$ cat src/rtl/apb_arbiter_2m.sv
// apb_arbiter_2m: shares one APB completer bus between two APB requesters.
//
// Round-robin arbitration, one transfer at a time. Every completer-side output and every
// requester-side response is driven from flops. Completer inputs never reach a requester
// combinationally. A requester stays in its ACCESS phase until its m_pready pulse arrives.
// An optional watchdog ends a completer transfer that never completes.
//
// Ports (requester i uses slice [i*W +: W] of each packed m_* vector):
//   S_AXI_ACLK, S_AXI_ARESET         clock, asynchronous active-high reset
//   m_paddr/pprot/psel/penable/
//   m_pwrite/pwdata/pstrb            requester request side (2 requesters)
//   m_pready/prdata/pslverr          requester response side
//   paddr/pprot/psel/penable/
//   pwrite/pwdata/pstrb              completer request side
//   pready/prdata/pslverr            completer response side
//   grant                            one-hot bus owner, 0 when idle
//   timeout_err                      1-cycle pulse when the watchdog ends a transfer
module apb_arbiter_2m #(
    parameter int unsigned ADDR_WIDTH = 32,
    parameter int unsigned DATA_WIDTH = 32,
    parameter int unsigned TIMEOUT    = 256
) (
    input  logic                        S_AXI_ACLK,
    input  logic                        S_AXI_ARESET,
    input  logic [2*ADDR_WIDTH-1:0]     m_paddr,
    input  logic [5:0]                  m_pprot,
    input  logic [1:0]                  m_psel,
    input  logic [1:0]                  m_penable,
    input  logic [1:0]                  m_pwrite,
    input  logic [2*DATA_WIDTH-1:0]     m_pwdata,
    input  logic [2*DATA_WIDTH/8-1:0]   m_pstrb,
    output logic [1:0]                  m_pready,
    output logic [2*DATA_WIDTH-1:0]     m_prdata,
    output logic [1:0]                  m_pslverr,
    output logic [ADDR_WIDTH-1:0]       paddr,
    output logic [2:0]                  pprot,
    output logic                        psel,
    output logic                        penable,
    output logic                        pwrite,
    output logic [DATA_WIDTH-1:0]       pwdata,
    output logic [DATA_WIDTH/8-1:0]     pstrb,
    input  logic                        pready,
    input  logic [DATA_WIDTH-1:0]       prdata,
    input  logic                        pslverr,
    output logic [1:0]                  grant,
    output logic                        timeout_err
);

    localparam int unsigned STRB_WIDTH = DATA_WIDTH / 8;
    localparam int unsigned CNT_W      = (TIMEOUT > 1) ? $clog2(TIMEOUT) : 1;
    localparam logic [CNT_W-1:0] TO_LAST = (TIMEOUT > 0) ? CNT_W'(TIMEOUT - 1) : '0;

    typedef enum logic [1:0] {StIdle, StSetup, StAccess, StResp} state_e;

    state_e                  state_q, state_d;
    logic                    last_grant_q, last_grant_d;
    logic [1:0]              grant_q, grant_d;
    logic [ADDR_WIDTH-1:0]   paddr_q, paddr_d;
    logic [2:0]              pprot_q, pprot_d;
    logic                    pwrite_q, pwrite_d;
    logic [DATA_WIDTH-1:0]   pwdata_q, pwdata_d;
    logic [STRB_WIDTH-1:0]   pstrb_q, pstrb_d;
    logic                    psel_q, psel_d;
    logic                    penable_q, penable_d;
    logic [CNT_W-1:0]        cnt_q, cnt_d;
    logic                    rsp_valid_q, rsp_valid_d;
    logic [DATA_WIDTH-1:0]   rsp_data_q, rsp_data_d;
    logic                    rsp_err_q, rsp_err_d;
    logic                    timeout_err_q, timeout_err_d;
    logic                    sel;

    // A requester's ACCESS phase is implied by it holding psel; penable carries no extra info.
    logic unused_penable;
    assign unused_penable = ^m_penable;

    always_comb begin
        state_d       = state_q;
        last_grant_d  = last_grant_q;
        grant_d       = grant_q;
        paddr_d       = paddr_q;
        pprot_d       = pprot_q;
        pwrite_d      = pwrite_q;
        pwdata_d      = pwdata_q;
        pstrb_d       = pstrb_q;
        psel_d        = psel_q;
        penable_d     = penable_q;
        cnt_d         = cnt_q;
        rsp_valid_d   = 1'b0;
        rsp_data_d    = '0;
        rsp_err_d     = 1'b0;
        timeout_err_d = 1'b0;
        // Both requesting: the one that did not win last time goes first.
        sel = (m_psel == 2'b11) ? ~last_grant_q : m_psel[1];

        unique case (state_q)
            StIdle: begin
                if (|m_psel) begin
                    paddr_d      = sel ? m_paddr[ADDR_WIDTH +: ADDR_WIDTH] : m_paddr[ADDR_WIDTH-1:0];
                    pprot_d      = sel ? m_pprot[5:3] : m_pprot[2:0];
                    pwrite_d     = sel ? m_pwrite[1] : m_pwrite[0];
                    pwdata_d     = sel ? m_pwdata[DATA_WIDTH +: DATA_WIDTH]
                                       : m_pwdata[DATA_WIDTH-1:0];
                    pstrb_d      = sel ? m_pstrb[STRB_WIDTH +: STRB_WIDTH]
                                       : m_pstrb[STRB_WIDTH-1:0];
                    grant_d      = sel ? 2'b10 : 2'b01;
                    last_grant_d = sel;
                    psel_d       = 1'b1;
                    penable_d    = 1'b0;
                    cnt_d        = '0;
                    state_d      = StSetup;
                end
            end
            StSetup: begin
                penable_d = 1'b1;
                state_d   = StAccess;
            end
            StAccess: begin
                if (pready) begin
                    psel_d      = 1'b0;
                    penable_d   = 1'b0;
                    rsp_valid_d = 1'b1;
                    rsp_data_d  = pwrite_q ? '0 : prdata;
                    rsp_err_d   = pslverr;
                    state_d     = StResp;
                end else if ((TIMEOUT != 0) && (cnt_q == TO_LAST)) begin
                    psel_d        = 1'b0;
                    penable_d     = 1'b0;
                    rsp_valid_d   = 1'b1;
                    rsp_err_d     = 1'b1;
                    timeout_err_d = 1'b1;
                    state_d       = StResp;
                end else begin
                    cnt_d = cnt_q + 1'b1;
                end
            end
            StResp: begin
                grant_d = 2'b00;
                state_d = StIdle;
            end
            default: state_d = StIdle;
        endcase
    end

    always_ff @(posedge S_AXI_ACLK or posedge S_AXI_ARESET) begin
        if (S_AXI_ARESET) begin
            state_q       <= StIdle;
            last_grant_q  <= 1'b1;
            grant_q       <= 2'b00;
            paddr_q       <= '0;
            pprot_q       <= '0;
            pwrite_q      <= 1'b0;
            pwdata_q      <= '0;
            pstrb_q       <= '0;
            psel_q        <= 1'b0;
            penable_q     <= 1'b0;
            cnt_q         <= '0;
            rsp_valid_q   <= 1'b0;
            rsp_data_q    <= '0;
            rsp_err_q     <= 1'b0;
            timeout_err_q <= 1'b0;
        end else begin
            state_q       <= state_d;
            last_grant_q  <= last_grant_d;
            grant_q       <= grant_d;
            paddr_q       <= paddr_d;
            pprot_q       <= pprot_d;
            pwrite_q      <= pwrite_d;
            pwdata_q      <= pwdata_d;
            pstrb_q       <= pstrb_d;
            psel_q        <= psel_d;
            penable_q     <= penable_d;
            cnt_q         <= cnt_d;
            rsp_valid_q   <= rsp_valid_d;
            rsp_data_q    <= rsp_data_d;
            rsp_err_q     <= rsp_err_d;
            timeout_err_q <= timeout_err_d;
        end
    end

    assign paddr       = paddr_q;
    assign pprot       = pprot_q;
    assign pwrite      = pwrite_q;
    assign pwdata      = pwdata_q;
    assign pstrb       = pstrb_q;
    assign psel        = psel_q;
    assign penable     = penable_q;
    assign grant       = grant_q;
    assign timeout_err = timeout_err_q;

    // Response flops are nonzero only in RESP; grant steers them to the owner only.
    assign m_pready  = rsp_valid_q ? grant_q : 2'b00;
    assign m_pslverr = (rsp_valid_q && rsp_err_q) ? grant_q : 2'b00;
    assign m_prdata  = {({DATA_WIDTH{grant_q[1]}} & rsp_data_q),
                        ({DATA_WIDTH{grant_q[0]}} & rsp_data_q)};

endmodule
$ cat config.mk
export PLATFORM = sky130hd
export DESIGN_NAME = apb_arbiter_2m
export DESIGN_NICKNAME = d
export VERILOG_FILES = /design/src/rtl/apb_arbiter_2m.sv
export SDC_FILE = /design/constraint.sdc
export NUM_CORES = 1
export LEC_CHECK = 0
export BUFFER_PORTS_ARGS = -buffer_cell sky130_fd_sc_hd__buf_4
export CAP_MARGIN = 20
export CORE_AREA = 4 4 126 128
export CTS_CLUSTER_DIAMETER = 50
export DETAILED_ROUTE_END_ITERATION = 7
export DIE_AREA = 0 0 130 132
export PLACE_DENSITY = 0.82
export RECOVER_POWER = 50
export SYNTH_ARGS = -nofsm -noshare
export SYNTH_HDL_FRONTEND = slang
export SYNTH_SLANG_ARGS = --single-unit
$ cat constraint.sdc
create_clock -name S_AXI_ACLK -period 5.8 [get_ports S_AXI_ACLK]
set_input_delay 1.16 -clock S_AXI_ACLK [delete_from_list [all_inputs] [get_ports S_AXI_ACLK]]
set_output_delay 1.16 -clock S_AXI_ACLK [all_outputs]
set_load 0.05 [all_outputs]
Yosys cells after proc, flatten, opt, wreduce, memory -nomap -nowiden
Index checks and enable logic that the tools add are counted.
{"block": "op_classes", "mux": 35, "eq_ne": 9, "n_reduce_logical": 12, "add_sub_neg": 1, "n_bitwise": 3}
{"cell": "$mux 32", "count": 5}
{"cell": "$and 32x32->32", "count": 2}
{"cell": "$mux 8", "count": 3}
{"cell": "$pmux 8 s2", "count": 1}
{"cell": "$mux 2", "count": 7}
{"cell": "$mux 1", "count": 13}
{"cell": "$add 8x1->8 const B", "count": 1}
{"cell": "$eq 8x8->1 const B", "count": 1}
{"cell": "$pmux 2 s4", "count": 1}
{"cell": "$eq 2x2->1 const B", "count": 3}
{"cell": "$ne 2x2->1 const B", "count": 3}
{"cell": "$reduce_and 2->1", "count": 3}
{"cell": "$reduce_and 3->1", "count": 2}
{"cell": "$mux 4", "count": 1}
{"cell": "$pmux 2 s2", "count": 1}
{"cell": "$reduce_and 4->1", "count": 1}
{"cell": "$reduce_bool 2->1", "count": 2}
{"cell": "$mux 3", "count": 1}
{"cell": "$ne 3x3->1 const B", "count": 1}
{"cell": "$pmux 1 s3", "count": 1}
{"cell": "$reduce_bool 3->1", "count": 1}
{"cell": "$eq 2x1->1 const B", "count": 1}
{"cell": "$logic_not 2->1", "count": 1}
{"cell": "$pmux 1 s2", "count": 1}
{"cell": "other kinds (3)", "count": 3}
{"block": "word_totals", "output_inout_bits": 145, "regBits": 122, "in_bits": 184, "word_cells": 75}

Longest topological paths before layout
{"block": "depth", "ltp_word": 5, "mapped_depth": 8, "depth_no_buf": 6}

Worst setup path before layout
Ideal clock, no wire load.
{"block": "synth_path", "kind": "register to output", "startpoint": "register grant_q[1] (netlist: grant[1])", "endpoint": "output m_prdata[63]", "path_buffers": 1, "t_arrival_ns": 1.387, "stages_incl_launch_ff": 3, "required_ns": 4.640, "setup_slack_ns": 3.253, "cell_sequence": "dfrtp_1 > clkbuf_1 > and2_1"}
{"block": "synth_between", "elab_chain_cells": 1}
{"item": "start, declared", "line": "57", "source": "logic [1:0] grant_q, grant_d;"}
{"item": "start signal, assigned", "line": "164", "source": "grant_q <= grant_d;"}
{"item": "$and 32x32->32", "line": "193", "source": "assign m_prdata = {({DATA_WIDTH{grant_q[1]}} & rsp_data_q),"}
{"item": "end, declared", "line": "33", "source": "output logic [2*DATA_WIDTH-1:0] m_prdata,"}
No other way between the ends.

Final worst setup path
{"block": "layout_path", "startpoint": "input m_psel[0]", "endpoint": "register cnt_q[1]"}
{"block": "layout_between", "elab_chain_cells": 3}
{"item": "start, declared", "line": "27", "source": "input logic [1:0] m_psel,"}
{"item": "$reduce_or 2->1", "line": "97", "source": "if (|m_psel) begin"}
{"item": "$ne 2x2->1 (no source line)"}
{"item": "$reduce_and 4->1 (no source line)"}
{"item": "end signal, assigned", "line": "172", "source": "cnt_q <= cnt_d;"}
{"item": "end, declared", "line": "65", "source": "logic [CNT_W-1:0] cnt_q, cnt_d;"}
No other way between the ends.
A chain may end at the register's enable or synchronous reset.

==> summary.txt <==
STA
  • Fin crit period: 3920 ps
  • Slew HR: -90.9%
  • Final setup viols: 0
  • RSZ-0062 raised after global routing: no
  • Final Cycle Share: 67.6%
  • Fmax: 255 MHz
  • TNS Setup: 0 ps
  • Slew Viols, Final: 79
  • Measured slew at the worst slew-check pin: 2860 ps
  • Skew final: 6.59 ps
  • Hold Vio Cnt, Final: 0
  • Hold WS: 476 ps
  • Setup WS post-layout: 1880 ps

Floorplanning
  • IO Pins: 329
  • Site Rows: 45
  • Die H: 132 um
  • Die area: 17,200 um^2
  • Die extent in x: 130 um
  • Core area: 14,900 um^2
  • Initial Utilization: 38.4%

Yosys
  • Compound-Gate Fraction of Synth Area: 9.64%
  • Mapped Cells: 550
  • Syn Area/Cell: 10.4 um^2
  • Post-synth EDFFs: 0
  • Seq cells post-synth: 122
  • Mux contribution to synthesized area: 13.4%
  • Synth warn: 0
  • Synth area leader: dfrtp_1
  • Adder-cell share of the synthesized area: 1.31%
  • Post-synth top area share: 53.0%
  • Largest family of logic cells by synthesized area: simple AND/OR/NAND/NOR gates
  • Synthesized area: 5710 um^2
  • XOR/XNOR Fraction of Synth Area: 0%
  • Register area share after synthesis: 53.5%
  • Async S/R FF share, synth: 100%
  • Simple-gate share of the synthesized area: 18.7%
  • Synth unique cells: 39
  • Syn nets: 740
  • Synth top area cells: dfrtp_1, mux2i_1, and2_1
  • Ys flop type: dfrtp_1

Global routing
  • Wire length of the first global-routing pass: 26.0 mm
  • Largest net degree at the start of global routing: 94
  • Vias in the first global route: 4,988
  • GR Util All Layers: 19.5%
  • Initial antenna violation count: 0
  • Gr ovfl total: 0

Detailed routing
  • Drt total wl: 16.5 mm
  • Post-DRT Antenna Nets: 0
  • Via count: 5,032
  • Pre-antenna DRT Iters: 4
  • DR WL/cell: 15.5 um
  • Routed vias/inst: 4.72
  • Initial DRC count: 158
  • DRC viols: 0

Layout
  • Diodes inserted: 0
  • Share of layout cells above drive strength 1: 37.3%
  • Final Cell Area: 8770 um^2
  • Net count, final: 1,057
  • Area grow syn2layout: 53.6%
  • Final core utilization: 59.0%

Critical path
  • Kind of critical path: input port to flip-flop
  • R2r setup slk: 2610 ps
  • RR Endpoint: cnt_q[1]$_DFFE_PP0P_
  • WP data required: 6080 ps
  • Crit path DAT: 4190 ps
  • RR Startpoint: state_q[0]$_DFFE_PP0P_
  • Crit path from: m_psel[0]
  • CP max FO: 93
  • R2R cell count: 7
  • CP Launch Type: input port
  • Crit path to: cnt_q[1]$_DFFE_PP0P_
  • Crit end category: flip-flop

Pwr
  • IR drop worst, VDD: 0.000265 V
  • Leakage Power: 0.00447 uW
  • Power per Cell Area: 525 nW/um^2

Clock network
  • Clock sink count: 122
  • Num CTS Buffers: 17
  • Setup Fix Bufs, Post-CTS: 0
  • Hold buffer count at cts: 0
  • Later-pin clock latency in the skew report: 410 ps
  • Worst-path clk slew: 50 ps
  • CTS H-tree lvls: 4
  • CTS max path bufs: 2
  • Post-CTS resize count: 0
  • CTS tree: done
  • Clock Tree Root: clkbuf_16

Status
  • Status: finished with violations
  • Failing checks: max-capacitance violations, max-slew violations

Place
  • IO buf count: 326
  • DP Area: 8330 um^2
  • Pre-CTS WS: 2890 ps
  • Post-DP HPWL: 13.1 mm
  • RD Place Congestion: 0.794

Hold path
  • Hold WC Path Type: flip-flop to flip-flop
  • Hold Crit Start: paddr[8]$_DFFE_PP0P_

Flow run
  • Max-cap violations: 2
per-layer routing:
metal	track usage [%]	part of all wire [%]
met3	6.52	10
met5	0	0
met2	32.9	50
met1	22.7	37
met4	7.56	2.7
cells in the final DEF (no fill, tap or decap), drive strengths merged, types with 2 or more instances in the layout:
| cell type | Yosys | routed |
|---|---|---|
| ha | 6 | 6 |
| nand2 | 78 | 78 |
| nand3 | 8 | 8 |
| clkinvlp | 0 | 3 |
| buf | 15 | 289 |
| dfrtp | 121 | 121 |
| o21ai | 82 | 82 |
| nor2 | 5 | 5 |
| or2 | 2 | 2 |
| nand2b | 3 | 3 |
| a31oi | 3 | 3 |
| and2 | 99 | 99 |
| mux2i | 74 | 74 |
| bufinv | 0 | 3 |
| mux2 | 2 | 2 |
| a21oi | 3 | 3 |
| o31a | 2 | 2 |
| clkbuf | 19 | 68 |
| o211ai | 3 | 3 |
| a21boi | 2 | 2 |
| inv | 8 | 7 |
| and3 | 2 | 2 |
kinds of logic (layout without fill, tap and decap cells):
kind of cell	count (synthesis)	in the layout
buffers and inverters	42	371
AND/OR/NAND/NOR	204	204
adder cells (fa/ha/maj)	6	6
AO/OA/AOI/OAI	100	100
flip-flops	122	122
multiplexers	76	76
worst min-delay path by stage:
stage / end / slack (ps) / depth (start not counted)
6_report: paddr[8]$_DFFE_PP0P_ / 480 / 2
5_1_grt: pwdata[28]$_DFFE_PP0P_ / 500 / 2
3_5_place_dp: pwdata[25]$_DFFE_PP0P_ / 470 / 2
4_1_cts: paddr[25]$_DFFE_PP0P_ / 480 / 2
3_3_place_gp: paddr[14]$_DFFE_PP0P_ / 460 / 2
2_1_floorplan: cnt_q[6]$_DFFE_PP0P_ / 470 / 1
worst max-delay path, stage by stage:
cell and delay [ps]:
clkbuf_1 180, o21ai_0 1910, buf_16 230, buf_12 290, o21ai_2 180, mux2i_1 150
registers in the layout (all words and copies together), names as in the netlist, 2 cells and up:
register,count
paddr,32
cnt_q,8
pwdata,32
grant,2
rsp_data_q,32
pprot,3
state_q,2
pstrb,4
report_power, final:
group / internal, uW / switching (uW) / leakage, uW / total (uW)
Sequential: 1170 / 203 / 0.00157 / 1370
Clock: 730 / 362 / 0.000296 / 1090
Combinational: 595 / 1550 / 0.00261 / 2150
Total: 2490 / 2120 / 0.00447 / 4610
layout make-up:
type                            count  area (um^2)
Fill cell                        1352         6090
Sequential cell                   122         3050
Multi-Input combinational cell    386         2470
Timing Repair Buffer              332         2370
Clock buffer                       25          505
Tap cell                          188          235
Clock inverter                      6          110
Inverter                            8         31.3
synthesized netlist by cell type, types with 5 or more instances:
cell type / n
ha_1: 6
nand3_1: 8
o21ai_1: 12
nand2_1: 78
inv_1: 8
o21ai_0: 69
buf_4: 9
and2_1: 99
mux2i_1: 74
clkbuf_1: 19
buf_2: 6
nor2_1: 5
dfrtp_1: 121
stage by stage:
stage,std cells,power [uW]
floorplan,550,2900
global placement,1035,3610
detailed placement,1036,3680
CTS,1067,4790
global route,1067,4880
finish,1067,4610
No activity file was read; power rests on OpenSTA's default activity.
